`src/rtl/quesadilla_pkg.sv`:
```
// Shared types and constants for the instruction fetch path.
package quesadilla_pkg;

   localparam int XLEN = 32;
   localparam logic [XLEN-1:0] NOP_INSTR = 32'h0000_0013;
   localparam int PC_STEP = 4;

   typedef struct packed {
      logic [XLEN-1:0] pc;
      logic [XLEN-1:0] instr;
   } fetch_pkt_t;

endpackage

```
`src/rtl/fetch_buffer_if.sv`:
```
// Fetch-to-decode handshake bundle: push side (in_*) and pop side (out_*).
interface fetch_buffer_if;
   import quesadilla_pkg::*;

   logic            in_valid;
   logic            in_ready;
   logic [XLEN-1:0] in_pc;
   logic [XLEN-1:0] in_instr;
   logic            out_valid;
   logic            out_ready;
   logic [XLEN-1:0] out_pc;
   logic [XLEN-1:0] out_instr;

   // slave is the buffer's view; master is the surrounding pipeline's view
   modport slave (
      input  in_valid, in_pc, in_instr, out_ready,
      output in_ready, out_valid, out_pc, out_instr
   );

   modport master (
      output in_valid, in_pc, in_instr, out_ready,
      input  in_ready, out_valid, out_pc, out_instr
   );

endinterface

```
`src/rtl/fetch_buffer_ram.sv`:
```
// Unreset DEPTH-entry packet store: one synchronous write port, one async read port.
module fetch_buffer_ram
   import quesadilla_pkg::*;
#(
   parameter int DEPTH = 4
) (
   input  logic                     i_clk,
   input  logic                     i_we,
   input  logic [$clog2(DEPTH)-1:0] i_waddr,
   input  fetch_pkt_t               i_wdata,
   input  logic [$clog2(DEPTH)-1:0] i_raddr,
   output fetch_pkt_t               o_rdata
);

   fetch_pkt_t r_mem [DEPTH];

   always_ff @(posedge i_clk) begin
      if (i_we) r_mem[i_waddr] <= i_wdata;
   end

   assign o_rdata = r_mem[i_raddr];

endmodule

```
`src/rtl/fetch_buffer.sv`:
```
// Instruction fetch FIFO: in-order {pc, instr} delivery to decode, one-cycle flush.
module fetch_buffer
   import quesadilla_pkg::*;
#(
   parameter int DEPTH = 4
) (
   input  logic                   i_clk,
   input  logic                   i_rst,
   input  logic                   i_flush,
   fetch_buffer_if.slave          bus,
   output logic [$clog2(DEPTH):0] o_count
);

   localparam int AW = $clog2(DEPTH);
   localparam int CW = AW + 1;
   localparam logic [CW-1:0] FULL_CNT = CW'(DEPTH);

   logic [AW-1:0] r_wr_ptr;
   logic [AW-1:0] r_rd_ptr;
   logic [CW-1:0] r_count;

   logic       w_in_ready;
   logic       w_out_valid;
   logic       w_push;
   logic       w_pop;
   fetch_pkt_t w_wr_pkt;
   fetch_pkt_t w_rd_pkt;

   // ready/valid come only from the registered count, so nothing falls through
   assign w_in_ready  = (r_count != FULL_CNT);
   assign w_out_valid = (r_count != '0);
   assign w_push      = bus.in_valid  & w_in_ready  & ~i_flush;
   assign w_pop       = w_out_valid   & bus.out_ready & ~i_flush;

   assign w_wr_pkt.pc    = bus.in_pc;
   assign w_wr_pkt.instr = bus.in_instr;

   fetch_buffer_ram #(.DEPTH(DEPTH)) u_ram (
      .i_clk   (i_clk),
      .i_we    (w_push),
      .i_waddr (r_wr_ptr),
      .i_wdata (w_wr_pkt),
      .i_raddr (r_rd_ptr),
      .o_rdata (w_rd_pkt)
   );

   always_ff @(posedge i_clk) begin
      if (i_rst || i_flush) begin
         r_wr_ptr <= '0;
         r_rd_ptr <= '0;
         r_count  <= '0;
      end else begin
         if (w_push) r_wr_ptr <= r_wr_ptr + AW'(1);
         if (w_pop)  r_rd_ptr <= r_rd_ptr + AW'(1);
         if (w_push && !w_pop)      r_count <= r_count + CW'(1);
         else if (w_pop && !w_push) r_count <= r_count - CW'(1);
      end
   end

   // an empty buffer shows a harmless NOP at pc 0 instead of stale storage
   assign bus.in_ready  = w_in_ready;
   assign bus.out_valid = w_out_valid;
   assign bus.out_pc    = w_out_valid ? w_rd_pkt.pc    : '0;
   assign bus.out_instr = w_out_valid ? w_rd_pkt.instr : NOP_INSTR;
   assign o_count       = r_count;

endmodule

```
`src/flat_wrapper.sv`:
```
// flat-port wrapper written by rule: the top's interface ports become plain ports
module fetch_buffer_flat import quesadilla_pkg::*;
#(
   parameter int DEPTH = 4
)
  (i_clk, i_rst, i_flush, o_count, bus_in_valid, bus_in_pc, bus_in_instr, bus_out_ready, bus_in_ready, bus_out_valid, bus_out_pc, bus_out_instr);
  fetch_buffer_if bus_i ();
  input  logic i_clk;
  input  logic i_rst;
  input  logic i_flush;
  output logic [$clog2(DEPTH):0] o_count;
  input wire logic [$bits(bus_i.in_valid)-1:0] bus_in_valid;
  input wire logic [$bits(bus_i.in_pc)-1:0] bus_in_pc;
  input wire logic [$bits(bus_i.in_instr)-1:0] bus_in_instr;
  input wire logic [$bits(bus_i.out_ready)-1:0] bus_out_ready;
  output wire logic [$bits(bus_i.in_ready)-1:0] bus_in_ready;
  output wire logic [$bits(bus_i.out_valid)-1:0] bus_out_valid;
  output wire logic [$bits(bus_i.out_pc)-1:0] bus_out_pc;
  output wire logic [$bits(bus_i.out_instr)-1:0] bus_out_instr;
  assign bus_i.in_valid = bus_in_valid;
  assign bus_i.in_pc = bus_in_pc;
  assign bus_i.in_instr = bus_in_instr;
  assign bus_i.out_ready = bus_out_ready;
  assign bus_in_ready = bus_i.in_ready;
  assign bus_out_valid = bus_i.out_valid;
  assign bus_out_pc = bus_i.out_pc;
  assign bus_out_instr = bus_i.out_instr;
  fetch_buffer #(.DEPTH(DEPTH)) u_core (.i_clk(i_clk), .i_rst(i_rst), .i_flush(i_flush), .bus(bus_i), .o_count(o_count));
endmodule
```
`config.mk`:
```
export PLATFORM = sky130hd
export DESIGN_NAME = fetch_buffer_flat
export DESIGN_NICKNAME = d
export VERILOG_FILES = /design/src/rtl/quesadilla_pkg.sv /design/src/rtl/fetch_buffer_if.sv /design/src/rtl/fetch_buffer_ram.sv /design/src/rtl/fetch_buffer.sv /design/src/flat_wrapper.sv
export SDC_FILE = /design/constraint.sdc
export NUM_CORES = 1
export LEC_CHECK = 0
export BUFFER_PORTS_ARGS = -buffer_cell sky130_fd_sc_hd__buf_4
export CORE_AREA = 2 2 133 135
export DETAILED_ROUTE_END_ITERATION = 16
export DIE_AREA = 0 0 135 137
export PLACE_DENSITY = 0.87
export SYNTH_ARGS = -nofsm -noshare
export SYNTH_HDL_FRONTEND = slang
export SYNTH_SLANG_ARGS = --single-unit
```
`constraint.sdc`:
```
create_clock -name i_clk -period 3.7 [get_ports i_clk]
set_input_delay 0.37 -clock i_clk [delete_from_list [all_inputs] [get_ports i_clk]]
set_output_delay 0.37 -clock i_clk [all_outputs]
set_load 0.02 [all_outputs]
```
; ---- Yosys cells after proc, flatten, opt, wreduce, memory -nomap -nowiden
; Memories as Yosys holds them, arrays and structs flattened. A register that Yosys moved wholly into a read port is not among the register bits.
; Cells that the tools add are included.
[op_classes]
bitwise_logic = 5
addsub = 4
muxes = 8
n_reduce_logical = 7
n_eq_ne = 1
[ops]
columns = operator, count
row1 = $mux W32, 2
row2 = $mux W3, 2
row3 = $add A2 B1 Y2 const B, 2
row4 = $and A1 B1 Y1, 4
row5 = $mux W2, 2
row6 = $add A3 B1 Y3 const B, 1
row7 = $ne A3 B3 Y1 const B, 1
row8 = $reduce_bool A3 Y1, 1
row9 = $sub A3 B1 Y3 const B, 1
row10 = $logic_and A1 B1 Y1, 2
row11 = $logic_not A1 Y1, 2
row12 = $mux W1, 2
row13 = $reduce_bool A2 Y1, 1
row14 = $logic_or A1 B1 Y1, 1
row15 = $not A1 Y1, 1
[word_totals]
word_cells = 29
mem_count = 1
ram_bits = 256
ff_bits = 7
in_bits = 69
[mem_list]
columns = name, depth, width, read_ports, rd_clocked_by_memory_dff, wr, line_no
row1 = u_core.u_ram.r_mem, 4, 64, 1, 1, 1, fetch_buffer_ram.sv:15  ; fetch_pkt_t r_mem [DEPTH];

; ---- Depth between registers and ports, before layout
[logic_depth]
ltp_word = 7
depth_mapped = 9

; ---- By module
; From an unflattened synthesis, not the netlist that was laid out.
[unflattened]
hier_cells = 449
hier_area_um2 = 10169.8
[by_module_without_submodules]
columns = module, area_per_inst_um2, cells_per_inst, instances, seq_area_each_um2
row1 = fetch_buffer_ram, 9341.5, 338, 1, 7687.4
row2 = fetch_buffer, 828.3, 111, 1, 140.1

; ---- Least setup slack after synthesis
; Ideal clock, no wire load.
[synth_path]
kind = flip-flop to flip-flop
start = reg u_core.r_count[0] (netlist: u_core.o_count[0])
end = reg u_core.r_count[2] (netlist: u_core.o_count[2])
path_stages_with_launch = 10
slack_ns = 1.359
t_arrival_ns = 2.271
t_required_ns = 3.630
cell_sequence = dfxtp_1 or3b_1 buf_6 and2_4 ha_1 inv_1 fa_1 xor2_1 or3_2 a21oi_1
[synth_via]
elab_chain_len = 6
elab_cells_between_ends = 15
cone_classes = add/sub (2) / eq/ne (1) / mux (2) / bitwise (4) / reduce/logical (6)
[synth_rtl]
columns = item, line_no
row1 = start: declaration, fetch_buffer.sv:20  ; logic [CW-1:0] r_count;
row2 = start signal: assignment, fetch_buffer.sv:55  ; if (w_push && !w_pop) r_count <= r_count + CW'(1);
row3 = start signal: assignment, fetch_buffer.sv:56  ; else if (w_pop && !w_push) r_count <= r_count - CW'(1);
row4 = $ne A3 B3 Y1 (*), fetch_buffer.sv:30  ; assign w_in_ready = (r_count != FULL_CNT);
row5 = net bus_in_ready, flat_wrapper.sv:16  ; output wire logic [$bits(bus_i.in_ready)-1:0] bus_in_ready;
row6 = $and A1 B1 Y1 (*) (2 in series), fetch_buffer.sv:32  ; assign w_push = bus.in_valid & w_in_ready & ~i_flush;
row7 = net u_core.u_ram.i_we, fetch_buffer_ram.sv:8  ; input logic i_we,
row8 = $logic_not A1 Y1, fetch_buffer.sv:56
row9 = $logic_and A1 B1 Y1, fetch_buffer.sv:56
row10 = $reduce_bool A2 Y1 (no line), -
; The timed path passes the listed nets; every way through them passes the cells marked *. The select of a mux whose other input is x is not followed.
; A chain may end at the register's enable or synchronous reset.

==> reports/metrics.csv <==
stage,metric,value,unit
status,outcome,"finished, final reports clean",
synth,syn_nets,532,
layout,fillerInstances,1022,
power,p_seq_frac,0.528,
worst_setup_path,reg2regPathDepth,8,
layout,drive_gt1_frac,0.410,
routing,totalWireLength,18600,microns
clock_tree,cts.sinks,265,
place,gp_congestion,0.745,
floorplan,die_area,18500,sq um
worst_hold_path,min_path_type,primary input to flip-flop,
worst_setup_path,crit_cells,4,
floorplan,core,17100,sq um
power,p_int,5.07,mW
worst_setup_path,cp_common_cell,buf_4,
global_route,use_met3,0.0441,
sta,fin_tns_setup,0,ps
worst_setup_path,crit_buf_inv,2,
global_route,grt_pass1_wl,28500,microns
job,maxCapViolCount,0,
routing,vias,4832,
synth,yosys.area_share.simple,0.0513,
global_route,grt_usage,0.204,
sta,slew_viol_final,0,
sta,fmax,345,MHz
clock_tree,cts_hold_buf,0,
global_route,grt_overflow_total,0,
sta,worstMarginPinSlew,1030,ps
routing,wl_per_cell,22.0,microns
worst_setup_path,cp-start-kind,flip-flop,
layout,final_cell_mix,"256 x edfxtp_1, 140 x buf_4, 64 x mux4_2",
clock_tree,post-cts-setup-buffers,0,
routing,routed_via_density,5.72,
clock_tree,cts_buffers,25,
synth,synth_compound_area_frac,0.00514,
worst_setup_path,crit_path_end_kind,output pin,
synth,ys_ff_latch,265,
sta,period_needed,2890,ps
power,p_per_area,521,nW/um^2
sta,grt_setup_unrepaired,no,
layout,final_nets,677,
floorplan,die_x,135,microns
global_route,busiest_layer,met2,
global_route,use_met2,0.353,
routing,drt_iter0_drc,378,
synth,synth.largest_area_cell,edfxtp_1,
layout,final_cell_count_no_fill,845,
synth,synth_top_family_by_area,multiplexers,
place,dp_hpwl,10700,microns
power,p_switching,1.29,mW
synth,synth_top_area_share,0.752,
synth,netlist_area,10200,sq um
global_route,grt_max_degree,65,
synth,synthAdderAreaFrac,0.00808,
global_route,antenna_found_initial,0,
sta,post-route-period-util,0.782,
power,leakagePower,4.14,nW
place,pre_cts_ws,1080,ps
sta,maxSlewHeadroom,0.317,
clock_tree,cts.htree.levels,1,
worst_setup_path,crit_family,flip-flops,
layout,syn2layout_area_growth,19.3,%
routing,remaining_drc_errors,0,
clock_tree,clockBufferDepth,3,
routing,ant_nets,0,
floorplan,rows,48,
sta,setup_viol,0,
worst_setup_path,path_class,flip-flop to output pin,
clock_tree,clock_latency,510,ps
layout,seqCellArea,7880,sq um
floorplan,ios,138,
sta,hold_viol_final,0,
worst_setup_path,crit_arrival,2520,ps
power,swShare,0.203,
synth,post_synth_num_cell_types,32,
clock_tree,cts_tree,done,
floorplan,start_util,0.599,
clock_tree,root_buffer,clkbuf_16,
worst_setup_path,crit_chain,"buf_4, mux4_2, and2_1, buf_4",
clock_tree,ctsResizeCount,0,
layout,final_common_cell,edfxtp_1,
worst_setup_path,max_stage_delay,680,ps
place,dp.cells,800,
power,clock_power_share,0.401,
synth,syn_area_per_cell,22.4,sq um
clock_tree,clk_pin_slew,60,ps
worst_hold_path,hold_depth,1,
power,peakVddDrop,0.461,mV
place,port_buffers,137,
synth,synth_xor_area_frac,0.00257,
worst_setup_path,worstPathRequired,3330,ps
sta,skew,15.0,ps
power,p_comb_frac,0.070,
synth,synth.area.top_cells,"edfxtp_1 75%, mux4_2 14%, and2_1 3.7%, dfxtp_1 1.8%, buf_12 1.2%",
global_route,grt_pass1_vias,5303,
synth,synth_warnings,0,
worst_setup_path,crit_fanout,24,
global_route,grtUsageMet1,0.267,
synth,yosysSeqAreaShare,0.770,
synth,postSynthCellCount,457,
synth,muxShareOfSynthArea,0.142,
floorplan,die_h,137,microns
worst_setup_path,critPathSlowestCell,dfxtp_4,
sta,setup_slack,805,ps
layout,multi_input_area,2150,sq um
layout,insertedDiodeCount,0,
routing,first_pass_iters,5,
metrics by stage:
stage | hold slack, ps | power (mW) | util | cell area (sq um)
after detailed placement | 512 | 3.88 | 0.667 | 11400
after floorplan | 459 | 3.66 | - | 10200
after global placement | 456 | 3.85 | 0.667 | 11400
after global routing | 41.1 | 6.55 | 0.715 | 12200
final | 60.8 | 6.36 | 0.715 | 12200
after CTS | 42.3 | 6.41 | 0.715 | 12200
final timing paths:
path / start / to / slack (ps)
max reg2reg: u_core.o_count[0]$_SDFFE_PP0P_ / u_core.o_count[2]$_SDFFE_PP0P_ / 1180
min: bus_in_instr[9] / u_core.u_ram.r_mem[2][9]$_DFFE_PP_ / 60
min reg2reg: u_core.r_rd_ptr[1]$_SDFFE_PP0P_ / flip-flop / 520
max: flip-flop / bus_out_instr[19] / 810
worst reg2reg max path, stage by stage, from the launching register on:
cell	delay, ps
dfxtp_1	490
or3b_1	330
and2_4	210
ha_1	190
inv_1	80
fa_1	390
xor2_1	180
or3_2	420
a21oi_1	160
synthesized netlist by cell type:
master    count
edfxtp_1    256
and2_4        1
or3_2         1
a21o_1        1
o21ai_0       2
a21oi_1       3
or3_1         1
clkbuf_2      1
ha_1          5
nand2_1       1
buf_6         2
and3_2        4
or2_1         3
or3b_1        1
mux4_2       64
o31ai_1       1
or2_2         2
inv_1         4
nor2b_1       1
buf_12        6
and2_1       61
nor3_2        1
o31ai_2       1
nor2_1        5
fa_1          1
clkbuf_1      7
nand4_1       1
nand3_1       1
buf_2         6
mux2i_1       1
xor2_1        3
dfxtp_1       9
layout make-up:
type                            count  area share
Sequential cell                   265       0.646
Multi-Input combinational cell    166       0.176
Timing Repair Buffer              140      0.0862
Clock buffer                       29      0.0525
Tap cell                          225      0.0231
Clock inverter                     16      0.0151
Inverter                            4     0.00123
flip-flops by register name (all words and copies together), names as in the netlist, named ones only:
register            flops
u_core.r_wr_ptr         2
u_core.r_rd_ptr         2
u_core.o_count          3
u_core.u_ram.r_mem    256
kinds of logic (layout without fill, tap and decap cells):
group / after synthesis / after routing
AO/OA/AOI/OAI: 8 / 8
XOR/XNOR: 3 / 3
adder cells (fa/ha/maj): 6 / 6
buffers and inverters: 26 / 189
flip-flops: 265 / 265
multiplexers: 65 / 65
AND/OR/NAND/NOR: 84 / 84
per-layer routing:
metal	vias to the layer above	part of all wire	wire (microns)
met3	25	0.065	1210
li1	2144	-	-
met4	0	0.016	291
met2	162	0.53	9840
met1	2501	0.39	7230
met5	-	0	0
power groups by stage:
stage / combinational (mW) / sequential [mW] / clock, mW
after detailed placement: 0.452 / 3.42 / 0
after global placement: 0.435 / 3.42 / 0
after floorplan: 0.244 / 3.42 / 0
after global routing: 0.481 / 3.36 / 2.71
after CTS: 0.454 / 3.36 / 2.60
final: 0.448 / 3.36 / 2.55
No activity file was read; power rests on OpenSTA's default activity.
